--- src/rtl/spi_adc_pkg.sv ---
// rtl/spi_adc_pkg.sv - shared types and constants for the SPI ADC scheduler
package spi_adc_pkg;

    typedef enum logic [1:0] {
        IDLE      = 2'd0,
        ISSUE     = 2'd1,
        WAIT_DONE = 2'd2,
        STORE     = 2'd3
    } state_e;

    localparam int ADC_W = 12;
    localparam int ACC_W = 14;

endpackage

--- src/rtl/spi_adc_scheduler_rr_pick.sv ---
// rtl/spi_adc_scheduler_rr_pick.sv - combinational round-robin next-enabled-channel finder
//
// Module rr_pick
//   mask_i : per-channel enable
//   last_i : index of the last serviced channel
//   next_o : first enabled channel after last_i, wrapping at NUM_CH-1
//            (returns last_i when mask_i is all-zero; callers gate on mask_i)
module rr_pick #(
    parameter int NUM_CH = 2,
    parameter int CH_W   = 1
) (
    input  logic [NUM_CH-1:0] mask_i,
    input  logic [CH_W-1:0]   last_i,
    output logic [CH_W-1:0]   next_o
);

    logic [CH_W-1:0] idx;

    // Scan from the farthest candidate back to the nearest so the closest
    // enabled channel after last_i is the final assignment.
    always_comb begin
        next_o = last_i;
        idx    = '0;
        for (int k = NUM_CH; k >= 1; k--) begin
            idx = CH_W'((int'(last_i) + k) % NUM_CH);
            if (mask_i[idx]) begin
                next_o = idx;
            end
        end
    end

endmodule

--- src/rtl/spi_adc_scheduler.sv ---
// rtl/spi_adc_scheduler.sv - periodic round-robin scheduler for an SPI ADC engine
//
// Optional feature macro: SPI_ADC_SCHED_AVG_EN (4-sample per-channel averaging)
//
// Ports
//   clk, reset        : clock, asynchronous active-high reset
//   enable            : run scheduler; low lets the current transaction finish
//   period            : cycles between conversion starts (0 behaves as 1)
//   ch_mask           : per-channel enable, sampled at channel selection
//   spi_start/spi_ch  : one-cycle conversion request and its channel
//   spi_done/spi_data : engine completion pulse and 12-bit result
//   sample_*          : captured result, channel and one-cycle valid pulse
//   busy              : transaction in flight (ISSUE..STORE)
//   timeout_err       : sticky watchdog flag, cleared by err_clr
module spi_adc_scheduler
    import spi_adc_pkg::*;
#(
    parameter int NUM_CH   = 2,
    parameter int CH_W     = 1,
    parameter int PERIOD_W = 16,
    parameter int TIMEOUT  = 4095
) (
    input  logic                clk,
    input  logic                reset,
    input  logic                enable,
    input  logic [PERIOD_W-1:0] period,
    input  logic [NUM_CH-1:0]   ch_mask,
    output logic                spi_start,
    output logic [CH_W-1:0]     spi_ch,
    input  logic                spi_done,
    input  logic [ADC_W-1:0]    spi_data,
    output logic [ADC_W-1:0]    sample_data,
    output logic [CH_W-1:0]     sample_ch,
    output logic                sample_valid,
    output logic                busy,
    output logic                timeout_err,
    input  logic                err_clr
);

    localparam int WD_W = $clog2(TIMEOUT + 1);

    state_e                state_q, state_d;
    logic [PERIOD_W-1:0]   cnt_q;
    logic [PERIOD_W-1:0]   per_m1;
    logic                  tick;
    logic                  pick_en;
    logic [CH_W-1:0]       ptr_q;
    logic [CH_W-1:0]       last_idx;
    logic [CH_W-1:0]       pick;
    logic [CH_W-1:0]       ch_q;
    logic [WD_W-1:0]       wd_q;
    logic                  wd_expire;
    logic [ADC_W-1:0]      data_q;
    logic [ADC_W-1:0]      sample_data_q;
    logic [CH_W-1:0]       sample_ch_q;
    logic                  sample_valid_q;
    logic                  err_q;

    assign per_m1  = (period == '0) ? '0 : period - 1'b1;
    assign tick    = enable && (cnt_q >= per_m1);
    assign pick_en = (state_q == IDLE) && tick && (ch_mask != '0);

    // ptr_q is the next channel to consider; rr_pick wants the last one serviced.
    assign last_idx = (ptr_q == '0) ? CH_W'(NUM_CH - 1) : ptr_q - 1'b1;

    // wd_q counts cycles since spi_start, so expiry lands the flag exactly
    // TIMEOUT cycles after the start pulse. A same-cycle spi_done wins.
    assign wd_expire = (state_q == WAIT_DONE) && !spi_done && (wd_q >= WD_W'(TIMEOUT - 1));

    rr_pick #(
        .NUM_CH (NUM_CH),
        .CH_W   (CH_W)
    ) u_rr_pick (
        .mask_i (ch_mask),
        .last_i (last_idx),
        .next_o (pick)
    );

    always_ff @(posedge clk or posedge reset) begin
        if (reset) begin
            cnt_q <= '0;
        end else if (!enable || tick) begin
            cnt_q <= '0;
        end else begin
            cnt_q <= cnt_q + 1'b1;
        end
    end

    always_ff @(posedge clk or posedge reset) begin
        if (reset) begin
            state_q <= IDLE;
        end else begin
            state_q <= state_d;
        end
    end

    always_comb begin
        state_d = state_q;
        case (state_q)
            IDLE:      if (pick_en) state_d = ISSUE;
            ISSUE:     state_d = WAIT_DONE;
            WAIT_DONE: begin
                if (spi_done) begin
                    state_d = STORE;
                end else if (wd_expire) begin
                    state_d = IDLE;
                end
            end
            STORE:     state_d = IDLE;
            default:   state_d = IDLE;
        endcase
    end

`ifdef SPI_ADC_SCHED_AVG_EN
    logic [ACC_W-1:0] acc_q  [NUM_CH];
    logic [1:0]       cnt4_q [NUM_CH];
    logic [ACC_W-1:0] acc_sum;

    assign acc_sum = acc_q[ch_q] + ACC_W'(data_q);
`endif

    always_ff @(posedge clk or posedge reset) begin
        if (reset) begin
            ptr_q          <= '0;
            ch_q           <= '0;
            wd_q           <= '0;
            data_q         <= '0;
            sample_data_q  <= '0;
            sample_ch_q    <= '0;
            sample_valid_q <= 1'b0;
            err_q          <= 1'b0;
`ifdef SPI_ADC_SCHED_AVG_EN
            for (int i = 0; i < NUM_CH; i++) begin
                acc_q[i]  <= '0;
                cnt4_q[i] <= '0;
            end
`endif
        end else begin
            sample_valid_q <= 1'b0;

            if (pick_en) begin
                ch_q  <= pick;
                ptr_q <= (pick == CH_W'(NUM_CH - 1)) ? '0 : pick + 1'b1;
            end

            if (state_q == ISSUE) begin
                wd_q <= WD_W'(1);
            end else if (state_q == WAIT_DONE) begin
                wd_q <= wd_q + 1'b1;
            end

            if (state_q == WAIT_DONE && spi_done) begin
                data_q <= spi_data;
            end

            if (wd_expire) begin
                err_q <= 1'b1;
            end else if (err_clr) begin
                err_q <= 1'b0;
            end

`ifdef SPI_ADC_SCHED_AVG_EN
            if (wd_expire) begin
                acc_q[ch_q]  <= '0;
                cnt4_q[ch_q] <= '0;
            end
            if (state_q == STORE) begin
                if (cnt4_q[ch_q] == 2'd3) begin
                    sample_data_q  <= acc_sum[ACC_W-1:2];
                    sample_ch_q    <= ch_q;
                    sample_valid_q <= 1'b1;
                    acc_q[ch_q]    <= '0;
                    cnt4_q[ch_q]   <= '0;
                end else begin
                    acc_q[ch_q]  <= acc_sum;
                    cnt4_q[ch_q] <= cnt4_q[ch_q] + 1'b1;
                end
            end
`else
            if (state_q == STORE) begin
                sample_data_q  <= data_q;
                sample_ch_q    <= ch_q;
                sample_valid_q <= 1'b1;
            end
`endif
        end
    end

    assign spi_start    = (state_q == ISSUE);
    assign spi_ch       = ch_q;
    assign busy         = (state_q != IDLE);
    assign sample_data  = sample_data_q;
    assign sample_ch    = sample_ch_q;
    assign sample_valid = sample_valid_q;
    assign timeout_err  = err_q;

endmodule

--- config.mk ---
export PLATFORM = sky130hd
export DESIGN_NAME = spi_adc_scheduler
export DESIGN_NICKNAME = d
export VERILOG_FILES = /design/src/rtl/spi_adc_pkg.sv /design/src/rtl/spi_adc_scheduler_rr_pick.sv /design/src/rtl/spi_adc_scheduler.sv
export SDC_FILE = /design/constraint.sdc
export NUM_CORES = 1
export LEC_CHECK = 0
export CAP_MARGIN = 20
export CELL_PAD_IN_SITES_DETAIL_PLACEMENT = 1
export CELL_PAD_IN_SITES_GLOBAL_PLACEMENT = 1
export CORE_ASPECT_RATIO = 0.5
export CORE_MARGIN = 2
export CORE_UTILIZATION = 40
export DETAILED_ROUTE_END_ITERATION = 10
export DONT_BUFFER_PORTS = 1
export PLACE_DENSITY = 0.71
export SYNTH_ARGS = -nofsm -noshare
export SYNTH_HDL_FRONTEND = slang
export SYNTH_SLANG_ARGS = --single-unit
export TNS_END_PERCENT = 20
--- constraint.sdc ---
create_clock -name clk -period 6.15 [get_ports clk]
set_input_delay 0.9225 -clock clk [delete_from_list [all_inputs] [get_ports clk]]
set_output_delay 0.9225 -clock clk [all_outputs]
set_load 0.005 [all_outputs]
==> impl_metrics.yaml <==
global_route:
  grt_pass1_wl_um: 12500
  antenna_found_initial: 0
  track_usage_pct: 17.5
  grt_max_degree: 60
  grt_overflow: 0
  first_global_vias: 2607
pwr:
  comb_power_share_pct: 25.0
  leakage_nw: 1.69
  peakVddDrop_v: 0.000187
  power.total_w: 0.00138
  p_seq_share_pct: 42.6
  p_switching_w: 0.000425
  clkPwrFrac_pct: 32.4
  intPower_w: 0.000952
  swShare_pct: 30.9
  p_per_area_nw_per_um2: 370
routing:
  ant_nets: 0
  remaining_drc_errors: 0
  via_count: 2371
  route.top_layer_used: "met4"
  wirelength_um: 7460
  detail_route.first_pass.iterations: 4
  first_iter_violations: 71
  via_per_inst: 5.28
  met2_length_um: 3810
  wl_met3_um: 287
  wl_per_cell_um: 16.6
  wl_met1_um: 3280
yosys:
  syn-num-nets: 387
  ys.flop_type: "dfrtp_1"
  synth.ff_latch_count: 59
  synth_top_area_share_pct: 44.2
  synth-warning-count: 0
  synth_area_leaders: "dfrtp_1, ha_1, mux2_2"
  async_flop_share_pct: 100
  postSynthCellCount: 326
  synth_edf_count: 0
  synth_top_area_cell: "dfrtp_1"
  netlist_area_um2: 3340
  ys_seq_area_share_pct: 44.2
  synth_cell_types: 48
  postSynthAreaPerCell_um2: 10.2
placement:
  portBuffers: 0
  dp_cells: 433
  routabilityCongestion: 0.835
  hpwl_um: 5550
sta:
  finalCritPeriodShare_pct: 69.7
  slew_headroom_pct: 50.4
  fin_crit_ps: 4290
  setup-violations-final: 0
  skew_ps: 6.44
  rsz0062_at_grt: "no"
  fmax_mhz: 233
  hold_viol_final: 0
  fin_tns_setup_ps: 0
  drv_slew: 0
  tightest_slew_ps: 744
outcome:
  status: "completed"
layout:
  seq_area_um2: 1480
  syn_to_final_growth_pct: 11.6
  final_util_pct: 46.2
  layout_commonest_cell: "dfrtp_1"
  nFillCells: 886
  antenna-diode-count: 0
  final_layout_size_suffix_gt1_share_pct: 15.4
  multi_input_area_um2: 1780
  layoutNonFillerInstCount: 449
  layout.nets: 393
  final_cell_mix: "dfrtp_1, nor2_1, nand2_1"
setup_path:
  crit_chain: "or4_4 > or4b_4 > nand4bb_4 > and2_1 > ha_1 > nand2b_1 > a2111oi_0 > or4b_1 > nand4_2 > or2_1 > nor2_1"
  crit_path_start_kind: "input port"
  reg2reg_depth: 8
  rrSetupSlack_ps: 3560
  cp.required_ps: 6400
  critical_path.max_fanout: 16
  cpMaxStageDelayCell: "or4_4"
  rr_endpoint: "cnt_q[11]"
  cp-end-kind: "flip-flop"
  crit_buf_inv: 0
  cpLargestDelayFamily: "simple AND/OR/NAND/NOR gates"
  path_class: "input port to flip-flop"
  crit_path_max_incr_delay_ps: 540
  timing.rr.start: "cnt_q[0]"
  arrival_ps: 4540
min_path:
  min_delay_worst_endpoint: "data_q[7]"
  min_path_cells: 1
  min_from: "data_q[7]"
  hold_class: "flip-flop to flip-flop"
clock_tree:
  post_cts_resized: 0
  root_buffer: "clkbuf_16"
  worstSkewPairLatency_ps: 320
  hold_buffers: 0
  clockBufferDepth: 2
  cts_buffers: 9
  path_clk_slew_ps: 50
  postCtsSetupBuffers: 0
  clock_sinks: 59
  cts_tree: "yes"
  h-tree-depth: 3
floorplan:
  die_h_um: 68.6
  row_count: 23
  dieArea_um2: 9130
  die_w_um: 133
  core_area_um2: 8060
  ios: 53
  start_util_pct: 41.4
flow_run:
  cap_violations: 0
[worst max-delay path by stage]
stage	start	end	slack, ps	cells past startpoint
final	period[9]	cnt_q[11]	1860	11
after global routing	period[9]	cnt_q[11]	1590	11
after CTS	period[9]	cnt_q[11]	1840	11
after detailed placement	period[9]	cnt_q[14]	1510	11
after global placement	period[9]	cnt_q[13]	1750	11
after floorplan	period[9]	cnt_q[11]	2020	13
[Yosys cell counts (2+ instances only)]
master and count:
buf_2 2, xor2_1 21, nor4_1 3, nand2_1 34, o21ai_0 9, nand3_1 11, dfrtp_1 59, mux2_2 26
nand3b_1 2, xnor2_1 10, a21oi_1 11, nor3_1 3, nor2b_1 3, buf_1 2, a31oi_1 2, ha_1 26
inv_1 14, nand4_1 7, nor2_1 41, and3_1 6, or3_1 5, and2_1 3
[flip-flops by register name, indices dropped and copies added, names as in the netlist, 2 cells and up]
name         cells
sample_data     12
cnt_q           16
data_q          12
wd_q            12
state_q          2
[through the flow]
step	hold slack (ps)	worst slack [ps]	instance area, um2
3_3_place_gp	480	1750	3450
4_1_cts	504	1840	3720
6_report	503	1860	3720
2_1_floorplan	466	2020	3340
5_1_grt	520	1590	3720
3_5_place_dp	495	1510	3450
[layout make-up]
type	instances	area share (%)
well taps	112	3.76
multi-input cells	247	47.7
clock inverters	5	0.773
inverters	14	1.41
clock buffers	11	6.52
flip-flops and latches	59	39.7
repair buffers	1	0.202
[cell families after synthesis]
| family | synth area share [%] |
|---|---|
| AND/OR/NAND/NOR | 20.2 |
| flip-flops | 44.2 |
| adder cells (fa/ha/maj) | 9.75 |
| buffers and inverters | 2.55 |
| AO/OA/AOI/OAI | 6.04 |
| multiplexers | 9.07 |
| XOR/XNOR | 8.14 |
[metal layers]
layer,track usage [%],vias up
li1,-,1138
met1,19.7,1187
met2,33.4,36
met3,5.41,10
met4,4.65,0
met5,0,-
[power groups by stage]
stage	Sequential [W]	Clock, W	Combinational (W)
6_report	0.000587	0.000447	0.000344
3_5_place_dp	0.000594	0	0.000347
3_3_place_gp	0.000583	0	0.000321
5_1_grt	0.000602	0.000475	0.000385
2_1_floorplan	0.000563	0	0.000281
4_1_cts	0.000589	0.000456	0.000351
Note: power is estimated with default switching activity, not from simulation.
